`config.mk`:
```
export PLATFORM = sky130hd
export DESIGN_NAME = spi_master_word
export DESIGN_NICKNAME = d
export VERILOG_FILES = /design/src/rtl/spi_pkg.sv /design/src/rtl/spi_clk_div.sv /design/src/rtl/spi_master_word.sv
export SDC_FILE = /design/constraint.sdc
export NUM_CORES = 1
export LEC_CHECK = 0
export ABC_AREA = 1
export CAP_MARGIN = 10
export CORE_UTILIZATION = 55
export DETAILED_ROUTE_END_ITERATION = 6
export HOLD_SLACK_MARGIN = 0.12
export PLACE_DENSITY = 0.79
export SYNTH_ARGS = -nofsm -noshare
export SYNTH_HDL_FRONTEND = slang
export SYNTH_SLANG_ARGS = --single-unit
export TNS_END_PERCENT = 30
```
`constraint.sdc`:
```
create_clock -name clk -period 5.3 [get_ports clk]
set_input_delay 1.325 -clock clk [delete_from_list [all_inputs] [get_ports clk]]
set_output_delay 1.325 -clock clk [all_outputs]
set_load 0.02 [all_outputs]
```
`src/rtl/spi_pkg.sv`:
```
// Shared definitions for the word-wide SPI master: state encoding, SPI mode codes
// and the divider rule that treats a zero clk_div as one.
package spi_pkg;

  typedef enum logic [2:0] {
    ST_IDLE  = 3'd0,
    ST_SETUP = 3'd1,
    ST_SHIFT = 3'd2,
    ST_HOLD  = 3'd3,
    ST_WAIT  = 3'd4
  } state_e;

  // {cpol, cpha}
  localparam logic [1:0] MODE0 = 2'b00;
  localparam logic [1:0] MODE1 = 2'b01;
  localparam logic [1:0] MODE2 = 2'b10;
  localparam logic [1:0] MODE3 = 2'b11;

  function automatic logic [31:0] eff_div(input logic [31:0] d);
    return (d == 32'd0) ? 32'd1 : d;
  endfunction

endpackage

```
`src/rtl/spi_clk_div.sv`:
```
// Half-period timer: ticks on the last cycle of each D-cycle half-period.
// Synchronously cleared while the master is idle, waiting, or restarting a phase.
module spi_clk_div
  import spi_pkg::*;
#(
  parameter int unsigned DIV_W = 16
) (
  input  logic             clk,
  input  logic             clear,
  input  logic [DIV_W-1:0] div,
  output logic             tick
);

  logic [DIV_W-1:0] d_eff;
  logic [DIV_W-1:0] cnt_q, cnt_d;

  assign d_eff = DIV_W'(eff_div(32'(div)));

  // >= rather than == so a mid-word shrink of clk_div cannot strand the counter
  assign tick = !clear && (cnt_q >= d_eff - DIV_W'(1));

  always_comb begin
    cnt_d = cnt_q + DIV_W'(1);
    if (clear || tick) cnt_d = '0;
  end

  always_ff @(posedge clk) begin
    cnt_q <= cnt_d;
  end

endmodule

```
`src/rtl/spi_master_word.sv`:
```
// Word-wide SPI master with runtime mode and bit order, multi-slave chip select,
// and back-to-back words kept inside one CS frame until a word flagged last.
module spi_master_word
  import spi_pkg::*;
#(
  parameter int unsigned DATA_W   = 8,
  parameter int unsigned NUM_CS   = 1,
  parameter int unsigned DIV_W    = 16,
  parameter int unsigned CS_IDX_W = 1
) (
  input  logic                clk,
  input  logic                reset,
  input  logic [DIV_W-1:0]    clk_div,
  input  logic                cpol,
  input  logic                cpha,
  input  logic                lsb_first,
  input  logic [CS_IDX_W-1:0] cs_sel,
  input  logic                start,
  input  logic                last,
  input  logic [DATA_W-1:0]   tx_data,
  output logic [DATA_W-1:0]   rx_data,
  output logic                done,
  output logic                busy,
  output logic                sck,
  output logic                mosi,
  input  logic                miso,
  output logic [NUM_CS-1:0]   cs_n
);

  localparam int unsigned BitW = $clog2(DATA_W);

  state_e              state_q, state_d;
  logic                cpol_q, cpol_d, cpha_q, cpha_d, lsb_q, lsb_d, last_q, last_d;
  logic                fin_q, fin_d, sck_q, sck_d, mosi_q, mosi_d;
  logic                done_q, done_d, busy_q, busy_d;
  logic [DATA_W-1:0]   tx_sr_q, tx_sr_d, rx_sr_q, rx_sr_d, rx_data_q, rx_data_d;
  logic [BitW-1:0]     bit_cnt_q, bit_cnt_d;
  logic [NUM_CS-1:0]   cs_n_q, cs_n_d;
  logic                tick, div_clear, accept, cpha_eff, final_bit;

  function automatic logic head(input logic [DATA_W-1:0] w, input logic lsb);
    return lsb ? w[0] : w[DATA_W-1];
  endfunction

  function automatic logic [DATA_W-1:0] shift_out(input logic [DATA_W-1:0] w, input logic lsb);
    return lsb ? (w >> 1) : (w << 1);
  endfunction

  // Received bits enter from the side opposite the transmit head, so loopback round-trips.
  function automatic logic [DATA_W-1:0] shift_in(input logic [DATA_W-1:0] w, input logic lsb,
                                                 input logic b);
    return lsb ? {b, w[DATA_W-1:1]} : {w[DATA_W-2:0], b};
  endfunction

  assign div_clear = reset || (state_q == ST_IDLE) || (state_q == ST_WAIT) || fin_q;
  assign accept    = start && ((state_q == ST_IDLE) || (state_q == ST_WAIT));
  assign cpha_eff  = (state_q == ST_IDLE) ? cpha : cpha_q;
  assign final_bit = (bit_cnt_q == BitW'(DATA_W - 1));

  spi_clk_div #(
    .DIV_W(DIV_W)
  ) u_clk_div (
    .clk  (clk),
    .clear(div_clear),
    .div  (clk_div),
    .tick (tick)
  );

  always_comb begin
    state_d   = state_q;
    cpol_d    = cpol_q;
    cpha_d    = cpha_q;
    lsb_d     = lsb_q;
    last_d    = last_q;
    fin_d     = fin_q;
    sck_d     = sck_q;
    mosi_d    = mosi_q;
    done_d    = 1'b0;
    busy_d    = busy_q;
    tx_sr_d   = tx_sr_q;
    rx_sr_d   = rx_sr_q;
    rx_data_d = rx_data_q;
    bit_cnt_d = bit_cnt_q;
    cs_n_d    = cs_n_q;

    unique case (state_q)
      ST_IDLE: begin
        sck_d  = cpol_q;
        cs_n_d = '1;
        if (start) begin
          cpol_d = cpol;
          cpha_d = cpha;
          sck_d  = cpol;
          for (int i = 0; i < int'(NUM_CS); i++) cs_n_d[i] = (cs_sel != CS_IDX_W'(i));
        end
      end
      ST_WAIT:  sck_d = cpol_q;
      ST_SETUP: if (tick) state_d = ST_SHIFT;
      ST_SHIFT: begin
        if (fin_q) begin
          fin_d     = 1'b0;
          done_d    = 1'b1;
          rx_data_d = rx_sr_q;
          state_d   = ST_HOLD;
        end else if (tick) begin
          sck_d = ~sck_q;
          if (sck_q == cpol_q) begin
            if (cpha_q) begin
              mosi_d  = head(tx_sr_q, lsb_q);
              tx_sr_d = shift_out(tx_sr_q, lsb_q);
            end else begin
              rx_sr_d = shift_in(rx_sr_q, lsb_q, miso);
            end
          end else begin
            if (cpha_q) begin
              rx_sr_d = shift_in(rx_sr_q, lsb_q, miso);
            end else if (!final_bit) begin
              mosi_d  = head(tx_sr_q, lsb_q);
              tx_sr_d = shift_out(tx_sr_q, lsb_q);
            end
            if (final_bit) fin_d = 1'b1;
            else           bit_cnt_d = bit_cnt_q + BitW'(1);
          end
        end
      end
      ST_HOLD: begin
        if (tick) begin
          busy_d  = 1'b0;
          state_d = last_q ? ST_IDLE : ST_WAIT;
          if (last_q) cs_n_d = '1;
        end
      end
      default: state_d = ST_IDLE;
    endcase

    if (accept) begin
      lsb_d     = lsb_first;
      last_d    = last;
      busy_d    = 1'b1;
      bit_cnt_d = '0;
      fin_d     = 1'b0;
      state_d   = ST_SETUP;
      // cpha=0 presents the first bit before the leading edge
      if (!cpha_eff) begin
        mosi_d  = head(tx_data, lsb_first);
        tx_sr_d = shift_out(tx_data, lsb_first);
      end else begin
        tx_sr_d = tx_data;
      end
    end
  end

  always_ff @(posedge clk) begin
    if (reset) begin
      state_q   <= ST_IDLE;
      cpol_q    <= 1'b0;
      cpha_q    <= 1'b0;
      lsb_q     <= 1'b0;
      last_q    <= 1'b0;
      fin_q     <= 1'b0;
      sck_q     <= 1'b0;
      mosi_q    <= 1'b0;
      done_q    <= 1'b0;
      busy_q    <= 1'b0;
      tx_sr_q   <= '0;
      rx_sr_q   <= '0;
      rx_data_q <= '0;
      bit_cnt_q <= '0;
      cs_n_q    <= '1;
    end else begin
      state_q   <= state_d;
      cpol_q    <= cpol_d;
      cpha_q    <= cpha_d;
      lsb_q     <= lsb_d;
      last_q    <= last_d;
      fin_q     <= fin_d;
      sck_q     <= sck_d;
      mosi_q    <= mosi_d;
      done_q    <= done_d;
      busy_q    <= busy_d;
      tx_sr_q   <= tx_sr_d;
      rx_sr_q   <= rx_sr_d;
      rx_data_q <= rx_data_d;
      bit_cnt_q <= bit_cnt_d;
      cs_n_q    <= cs_n_d;
    end
  end

  assign rx_data = rx_data_q;
  assign done    = done_q;
  assign busy    = busy_q;
  assign sck     = sck_q;
  assign mosi    = mosi_q;
  assign cs_n    = cs_n_q;

endmodule

```
==> results.cfg <==
[place]
dp_hpwl_mm = 6.04
place.gp.congestion = 0.902
port_buffers = 45

[worst_setup_path]
startpoint_type = input pin
worstPathMaxFanout = 12
cp.arrival_ps = 5050
reg2regPathDepth = 6
critPathKind = input pin to flip-flop
worstSetupEndpointType = flip-flop
required_ps = 5530

[cts]
cts_tree = yes
cts.path.max_buffers = 2
cts_resized = 0
clock_latency_ps = 320
cts_hold_buffers = 0
root_buffer = clkbuf_8
clkTransAtPathRegs_ps = 110
cts.sinks = 56
post_cts_buffers = 0
htreeDepth = 2
cts_inserted_buffers = 5

[finish]
drive_gt1_frac = 0.0657
nNetsFinal = 630
layout_commonest_cell = nand2_1
fill_cells = 564
layout_common_cells = nand2_1 (123), nor2_1 (69), inv_1 (60), dfxtp_1 (56), clkdlybuf4s50_1 (45)
diodes = 0
synthToLayoutAreaGrowth_pct = 16.1

[min_path]
holdPathStages = 1
worstHoldPathType = flip-flop to flip-flop

[route]
first_iter_violations = 186
route.detailed.wl_per_inst_um = 12.0
vias = 3499
dr.pass1.iters = 4
vias_per_cell = 5.34
antenna_left = 0
drc = 0
wl_mm = 7.85

[yosys]
yosysSeqAreaShare = 0.308
synthArstFlopShare = 0
ys_types = 46
syn_nets = 591
syn_avg_cell_area_um2 = 6.76
ys_ff_latch = 56
syn-cell-area_mm2 = 0.00364
synth_edf_count = 0
synthFlopType = dfxtp_1
synthCells = 538
synth_warnings = 0

[timing]
finalSetupViolCount = 0
worstMarginPinSlew_ps = 824
rsz0062_at_grt = false
maxSlewViolCount = 0
hold_violations = 0
fin_crit_ps = 4820
holdWs_ps = 469
min_period_over_period = 0.909
slew_headroom = 0.449
final.setup.tns_ps = 0
fmax_mhz = 208
finClkSkew_ps = 7.53

[floorplan]
chipWidth_um = 83.3
core_mm2 = 0.00635
die-area_mm2 = 0.00694
ioPinCount = 46
fp.dieH_um = 83.3
initial_core_util = 0.573
core.rowCount = 29

[global_routing]
grt_pass1_vias = 3150
antenna_found_initial = 0
grt_usage = 0.238
grt-ovfl-total = 0
grt_max_degree = 23
grt_pass1_wl_mm = 13.9

[flow_run]
drv_cap = 0

[power]
power_density_mw_per_mm2 = 263
vdd_drop_max_mv = 0.157
p_leak_nw = 1.71

[status]
status = finished clean
-- metrics by stage --
step           cell area, um^2   util  worst slack [ps]  power [mW]  std cells
2_1_floorplan             3640      -              1180       0.738        538
3_3_place_gp              4090  0.644               388       0.818        647
3_5_place_dp              4090  0.644               117       0.825        647
4_1_cts                   4200  0.662               458        1.11        655
5_1_grt                   4230  0.665              38.4        1.18        655
6_report                  4230  0.665               485        1.11        655
-- Yosys cell counts (5+ instances only) --
master    number  area share
o211ai_1       6       0.012
inv_1         60       0.062
nor3_1         9       0.012
a21oi_1       41       0.056
nor2_1        69       0.071
ha_1          20       0.069
o21ai_0       34       0.047
xor2_1        13       0.031
nand4_1       11       0.019
xnor2_1        5       0.012
nand2_2        7       0.012
nand2_1      123        0.13
nand3_1       30       0.041
dfxtp_1       56        0.31
-- cells by family (layout without fill, tap and decap cells) --
logic type                 Yosys count  in the layout  synth area share
adders and majority gates           20             20            0.0688
xor gates and xnor gates            19             19            0.0509
AOI/OAI and AO/OA                   98             98             0.149
and+or+nand+nor                    266            266             0.328
buffers and inverters               79            119            0.0956
DFF                                 56             56             0.308
-- cell type report --
type	instances	area [um^2]	share of cell area
Inverter	65	246	0.0583
Timing Repair Buffer	46	458	0.108
Clock buffer	5	68.8	0.0163
Multi-Input combinational cell	403	2190	0.518
Clock inverter	3	46.3	0.0110
Tap cell	77	96.3	0.0228
Sequential cell	56	1120	0.265
-- flip-flops by register name, summed over array words and instances (netlist names) --
register / flops
lsb_q: 1
fin_q: 1
last_q: 1
cpol_q: 1
state_q: 3
u_clk_div.cnt_q: 16
tx_sr_q: 8
busy: 1
done: 1
cpha_q: 1
sck: 1
cs_n: 1
rx_data: 8
bit_cnt_q: 3
mosi: 1
rx_sr_q: 8
-- critical path: stages --
cell	delay, ps
clkdlybuf4s50_1	510
inv_1	70
nand2_1	150
nor2_1	80
nand4_1	120
nor2b_1	210
ha_1	210
nand2_1	90
nor2_1	150
inv_1	110
nor4_4	190
nand2_1	140
nor3_2	140
xnor2_1	80
ha_1	270
nand2_1	90
o21ai_0	220
a21oi_1	100
nand2_2	150
nand3_1	200
inv_4	180
nand3_1	90
a21oi_1	170
-- routing by layer --
layer	vias up	wire (um)	GRT usage
li1	1841	-	-
met1	1577	3910	0.331
met2	72	3550	0.387
met3	9	290	0.0318
met4	0	89	0.0627
met5	-	0	0
-- power by group --
part / switching (mW) / leakage [nW] / internal [mW]
registers: 0.0325 / 0.455 / 0.449
clock network: 0.147 / 0.0548 / 0.143
logic: 0.214 / 1.20 / 0.126
total: 0.393 / 1.71 / 0.718
-- final timing paths --
path / startpoint / slack (ps) / end
setup / recovery: clk_div[7] / 480 / rx_sr_q[4]$_SDFFE_PP0P_
hold / removal: u_clk_div.cnt_q[0]$_SDFF_PP0_ / 470 / u_clk_div.cnt_q[0]$_SDFF_PP0_
setup reg to reg: state_q[0]$_SDFFE_PP0P_ / 3160 / tx_sr_q[1]$_SDFFE_PP0P_
hold reg to reg: u_clk_div.cnt_q[0]$_SDFF_PP0_ / 470 / u_clk_div.cnt_q[0]$_SDFF_PP0_
Power figures use the tool's default switching activity.
